$ cat config.mk
export PLATFORM = sky130hd
export DESIGN_NAME = mem_demux
export DESIGN_NICKNAME = d
export VERILOG_FILES = /design/src/rtl/mem_link_pkg.sv /design/src/rtl/mem_demux_cnt.sv /design/src/rtl/mem_demux.sv
export SDC_FILE = /design/constraint.sdc
export NUM_CORES = 1
export LEC_CHECK = 0
export CORE_MARGIN = 2
export CORE_UTILIZATION = 56
export CTS_CLUSTER_DIAMETER = 80
export DETAILED_ROUTE_END_ITERATION = 8
export PLACE_DENSITY_LB_ADDON = 0.08
export SLEW_MARGIN = 20
export SYNTH_ARGS = -nofsm -noshare
export SYNTH_HDL_FRONTEND = slang
export SYNTH_SLANG_ARGS = --single-unit
$ cat constraint.sdc
create_clock -name clk -period 4.7 [get_ports clk]
set_clock_uncertainty 0.05 [all_clocks]
set_input_delay 0.94 -clock clk [delete_from_list [all_inputs] [get_ports clk]]
set_output_delay 0.94 -clock clk [all_outputs]
set_load 0.02 [all_outputs]
$ cat src/rtl/mem_link_pkg.sv
// rtl/mem_link_pkg.sv - shared constants and tag decode for the tagged memory link
package mem_link_pkg;

    localparam int NDEST     = 12;
    localparam int TAG_W     = 4;
    localparam int PAYLOAD_W = 44;
    localparam int STREAM_W  = 48;

    localparam logic [TAG_W-1:0] TAG_IDLE0 = 4'b0000;
    localparam logic [TAG_W-1:0] TAG_IDLE1 = 4'b1111;

    typedef struct packed {
        logic       valid;
        logic       illegal;
        logic [3:0] index;
    } tag_dec_t;

    // Tags 1010 and 1110 are holes in the map; everything else is idle or a destination.
    function automatic tag_dec_t decode_tag(input logic [TAG_W-1:0] tag);
        tag_dec_t d;
        d = '0;
        case (tag)
            TAG_IDLE0, TAG_IDLE1: d = '0;
            4'b1001: begin d.valid = 1'b1; d.index = 4'd8;  end
            4'b1011: begin d.valid = 1'b1; d.index = 4'd9;  end
            4'b1100: begin d.valid = 1'b1; d.index = 4'd10; end
            4'b1101: begin d.valid = 1'b1; d.index = 4'd11; end
            4'b1010, 4'b1110: d.illegal = 1'b1;
            default: begin d.valid = 1'b1; d.index = tag - 4'd1; end
        endcase
        return d;
    endfunction

endpackage

$ cat src/rtl/mem_demux_cnt.sv
// rtl/mem_demux_cnt.sv - per-destination saturating write counter with overflow flag
module mem_demux_cnt #(
    parameter int ADDR_W = 6
) (
    input  logic              clk,
    input  logic              rst_n,
    input  logic              clr,
    input  logic              inc,
    output logic [ADDR_W-1:0] addr,
    output logic              full,
    output logic              ovf
);

    localparam logic [ADDR_W:0] CNT_ONE  = {{ADDR_W{1'b0}}, 1'b1};
    localparam logic [ADDR_W:0] CNT_FULL = {1'b1, {ADDR_W{1'b0}}};

    logic [ADDR_W:0] cnt;

    assign addr = cnt[ADDR_W-1:0];
    assign full = (cnt == CNT_FULL);

    // A clear coincident with an increment means that word took address 0.
    always_ff @(posedge clk or negedge rst_n) begin
        if (!rst_n) begin
            cnt <= '0;
            ovf <= 1'b0;
        end else if (clr) begin
            cnt <= inc ? CNT_ONE : '0;
            ovf <= 1'b0;
        end else if (inc) begin
            if (full)
                ovf <= 1'b1;
            else
                cnt <= cnt + CNT_ONE;
        end
    end

endmodule

$ cat src/rtl/mem_demux.sv
// rtl/mem_demux.sv - routes tagged link words to 12 destination write ports per BX
module mem_demux
    import mem_link_pkg::*;
#(
    parameter int ADDR_W = 6
) (
    input  logic                 clk,
    input  logic                 rst_n,
    input  logic [2:0]           BX,
    input  logic [STREAM_W-1:0]  mem_dat_stream,
    output logic [NDEST-1:0]     wr_en,
    output logic [ADDR_W-1:0]    wr_addr,
    output logic [PAYLOAD_W-1:0] wr_dat,
    output logic [2:0]           wr_bx,
    output logic [NDEST-1:0]     overflow,
    output logic                 err_tag
);

    logic [STREAM_W-1:0] dat_q;
    logic [2:0]          bx_q;
    logic [2:0]          bx_last;
    logic                s1_vld;
    logic                bx_seen;
    logic                new_bx;
    tag_dec_t            dec;

    logic [NDEST-1:0]    sel;
    logic [NDEST-1:0]    full;
    logic [NDEST-1:0]    wr_nxt;
    logic [ADDR_W-1:0]   cnt_addr [NDEST];
    logic [ADDR_W-1:0]   addr_nxt;

    // s1_vld keeps the reset contents of stage 1 from being processed as a word.
    always_ff @(posedge clk or negedge rst_n) begin
        if (!rst_n) begin
            dat_q  <= '0;
            bx_q   <= '0;
            s1_vld <= 1'b0;
        end else begin
            dat_q  <= mem_dat_stream;
            bx_q   <= BX;
            s1_vld <= 1'b1;
        end
    end

    assign dec    = decode_tag(dat_q[STREAM_W-1 -: TAG_W]);
    assign new_bx = s1_vld && (!bx_seen || (bx_q != bx_last));

    for (genvar i = 0; i < NDEST; i++) begin : g_dest
        assign sel[i]    = s1_vld && dec.valid && (dec.index == 4'(i));
        assign wr_nxt[i] = sel[i] && (new_bx || !full[i]);

        mem_demux_cnt #(.ADDR_W(ADDR_W)) u_cnt (
            .clk   (clk),
            .rst_n (rst_n),
            .clr   (new_bx),
            .inc   (sel[i]),
            .addr  (cnt_addr[i]),
            .full  (full[i]),
            .ovf   (overflow[i])
        );
    end

    always_comb begin
        addr_nxt = '0;
        for (int i = 0; i < NDEST; i++) begin
            if (wr_nxt[i])
                addr_nxt = new_bx ? '0 : cnt_addr[i];
        end
    end

    always_ff @(posedge clk or negedge rst_n) begin
        if (!rst_n) begin
            wr_en   <= '0;
            wr_addr <= '0;
            wr_dat  <= '0;
            wr_bx   <= '0;
            err_tag <= 1'b0;
            bx_last <= '0;
            bx_seen <= 1'b0;
        end else begin
            wr_en   <= wr_nxt;
            err_tag <= s1_vld && dec.illegal;
            if (s1_vld)
                wr_bx <= bx_q;
            if (|wr_nxt) begin
                wr_addr <= addr_nxt;
                wr_dat  <= dat_q[PAYLOAD_W-1:0];
            end
            if (new_bx) begin
                bx_last <= bx_q;
                bx_seen <= 1'b1;
            end
        end
    end

endmodule

==> impl_metrics.toml <==
[run_status]
outcome = "finished, final reports clean"

[finish]
final_cells = 1250
final_common_cell = "dfrtp_1"
n_antenna_cell = 0
final_cell_mix = "218 x dfrtp_1, 129 x clkdlybuf4s50_1, 98 x nor2_1"
finalInstanceArea_um2 = 12500
drive_gt1_share_pct = 13.32
fin_nets = 1085
area_delta_synth_final_pct = 23.96

[critical_path]
startpoint_type = "flip-flop"
path_max_fanout = 20
r2r_setup_slack_ns = 0.50
critical_path_class = "reg2reg"
regToRegEndpoint = "wr_dat[4]"
cp_data_arrival_time_ns = 4.55
r2r-start = "dat_q[44]"
crit_end = "wr_dat[4]"
end_kind = "flip-flop"
cp.required_ns = 5.04
startpoint = "dat_q[44]"
reg2reg_depth = 10

[timing]
timing.hold.ws_ns = 0.2695
max_slew_margin_pct = 38.33
tightestPinTransition_ns = 0.9209
tns_ns = 0
min_period_ns = 4.202
hold_viol_final = 0
setup_viol = 0
timing.fmax_mhz = 238.0
final_max_slew_viol_count = 0
rsz0062_at_grt = "no"
period_share_pct = 89.40

[clock_tree]
cts.sinks = 218
htreeDepth = 1
cts_setup_buffers = 0
postCtsHoldBufs = 0
clk_latency_ns = 0.51
cts_max_path_buffers = 3
postCtsResizedCells = 0
cts_tree = "done"
cts_made_buffers = 24
cts_root_buffer = "clkbuf_16"
clk_pin_slew_ns = 0.06

[route]
wl_per_cell_um = 18.27
num_vias = 7065
route.detailed.drc = 0
wl_met1_um = 10590
drtPass1Iterations = 5
drt_iter0_markers = 401
totalWireLength_um = 22840
wl_met2_um = 10600
top_layer = "met4"
ant_nets = 0
dr_wl_met3_um = 1105
vias_per_cell = 5.652

[placement]
place_congestion = 0.8951
placed_area_um2 = 11580
hpwlAfterDp_um = 15360
placedCellCount = 1205
port-buffer-count = 130

[logic_synthesis]
synth_area_um2 = 10080
yosysSeqAreaShare_pct = 54.11
ys.flop_type = "dfrtp_1"
synth_top_area_cell = "dfrtp_1"
syn_area_per_cell_um2 = 11.59
ys_top_cells_by_area = "dfrtp_1 54%, mux2_4 6.0%, xor2_1 3.7%"
async_flop_share_pct = 100.0
syn-num-nets = 952
ys_types = 76
ys_ff_latch = 218
yosysWarnings = 0
synthCells = 870
synth-edff-count = 0
synth_top_cell_area_share_pct = 54.11

[die]
fp.coreArea_um2 = 17840
row_count = 49
fp.dieW_um = 138.2
pin_count = 131
start_util_pct = 56.51
die_area_um2 = 19090
die_y_um = 138.2

[grt]
antenna_found_initial = 0
overflow = 0
grt_pass1_vias = 6794
grt_max_degree = 138
grt_pass1_wl_um = 37210
track_usage_pct = 23.87

[pwr]
powerDensity_nw_per_um2 = 443.2
peakVddDrop_uv = 489.1
finalPower_mw = 5.539
p_leak_nw = 5.466

[hold_path]
min_path_type = "in2async"

[job]
drv_cap = 0
-- synth_stat cells (all sizes together) (3+ instances only) --
cell     number
nor3b         3
ha           29
a221oi        3
a2111oi       3
or4b          4
nand4        30
buf          31
and3         14
nor4b         3
o2111a        3
nor3         16
a222oi        3
inv          44
nor4         22
o21ai        22
nor2         98
or3           8
a21oi        24
clkbuf       16
nand2b        5
xnor2        24
mux2i        13
a211oi        3
or2           4
dfrtp       218
a22oi        12
mux2         45
nand3        16
xor2         43
o22ai         6
a41oi         3
nand2        65
-- flip-flops by register name, summed over array words and instances, names as in the netlist, 6 cells and up --
| register | cells |
|---|---|
| g_dest.u_cnt.ovf | 12 |
| wr_en | 12 |
| wr_dat | 44 |
| dat_q | 48 |
| wr_addr | 6 |
| g_dest.u_cnt.cnt | 84 |
-- report_power, final --
part,internal (mW),switching (mW)
Combinational,0.669,0.591
Sequential,2.10,0.141
Clock,1.30,0.742
Total,4.07,1.47
-- critical path, stage by stage (launching register included) --
cell and delay (ns):
dfrtp_1 0.54, inv_1 0.15, ha_1 0.28, or4b_1 0.67, a211o_1 0.38, o21a_1 0.40, a2111oi_4 0.66, nor4_2 0.11
nand3_4 0.24, buf_12 0.24, mux2_1 0.34
-- per-stage QoR --
stage	utilization, %	worst slack [ns]
after floorplan	-	1.094
after global placement	64.93	0.6597
after detailed placement	64.93	0.5571
after CTS	69.90	0.5415
after global routing	70.05	0.2956
final	70.05	0.4982
-- layer usage --
layer,track usage [%],up-vias
met3,3.741,44
met4,5.854,0
met2,37.44,226
met1,35.35,3505
li1,-,3290
met5,0,-
-- cell families (layout without fill, tap and decap cells) --
group | count (synthesis) | count (layout) | synth area share (%)
adders and majority gates | 29 | 29 | 3.599
AOI/OAI and AO/OA | 108 | 108 | 8.365
and+or+nand+nor | 298 | 298 | 15.45
muxes | 58 | 58 | 7.806
DFF | 218 | 218 | 54.11
other | 1 | 1 | 0.03719
buffers and inverters | 91 | 242 | 4.815
xor gates and xnor gates | 67 | 67 | 5.820
-- how the worst min path moves through the flow --
stage | startpoint | to | slack, ns | depth (start not counted)
floorplan | dat_q[2] | wr_dat[2] | 0.39 | 1
global placement | dat_q[3] | wr_dat[3] | 0.39 | 1
detailed placement | dat_q[4] | wr_dat[4] | 0.40 | 1
CTS | dat_q[5] | wr_dat[5] | 0.42 | 1
global route | rst_n | dat_q[12] | 0.27 | 1
finish | rst_n | wr_dat[9] | 0.27 | 1
-- final cells by class --
type	count	area (µm²)
fillers	1293	5343
clock inverters	8	151.4
inverters	44	165.2
repair buffers	154	1544
well taps	229	286.5
flip-flops and latches	218	5455
clock buffers	36	735.7
multi-input cells	561	4160
Power figures use the tool's default switching activity.
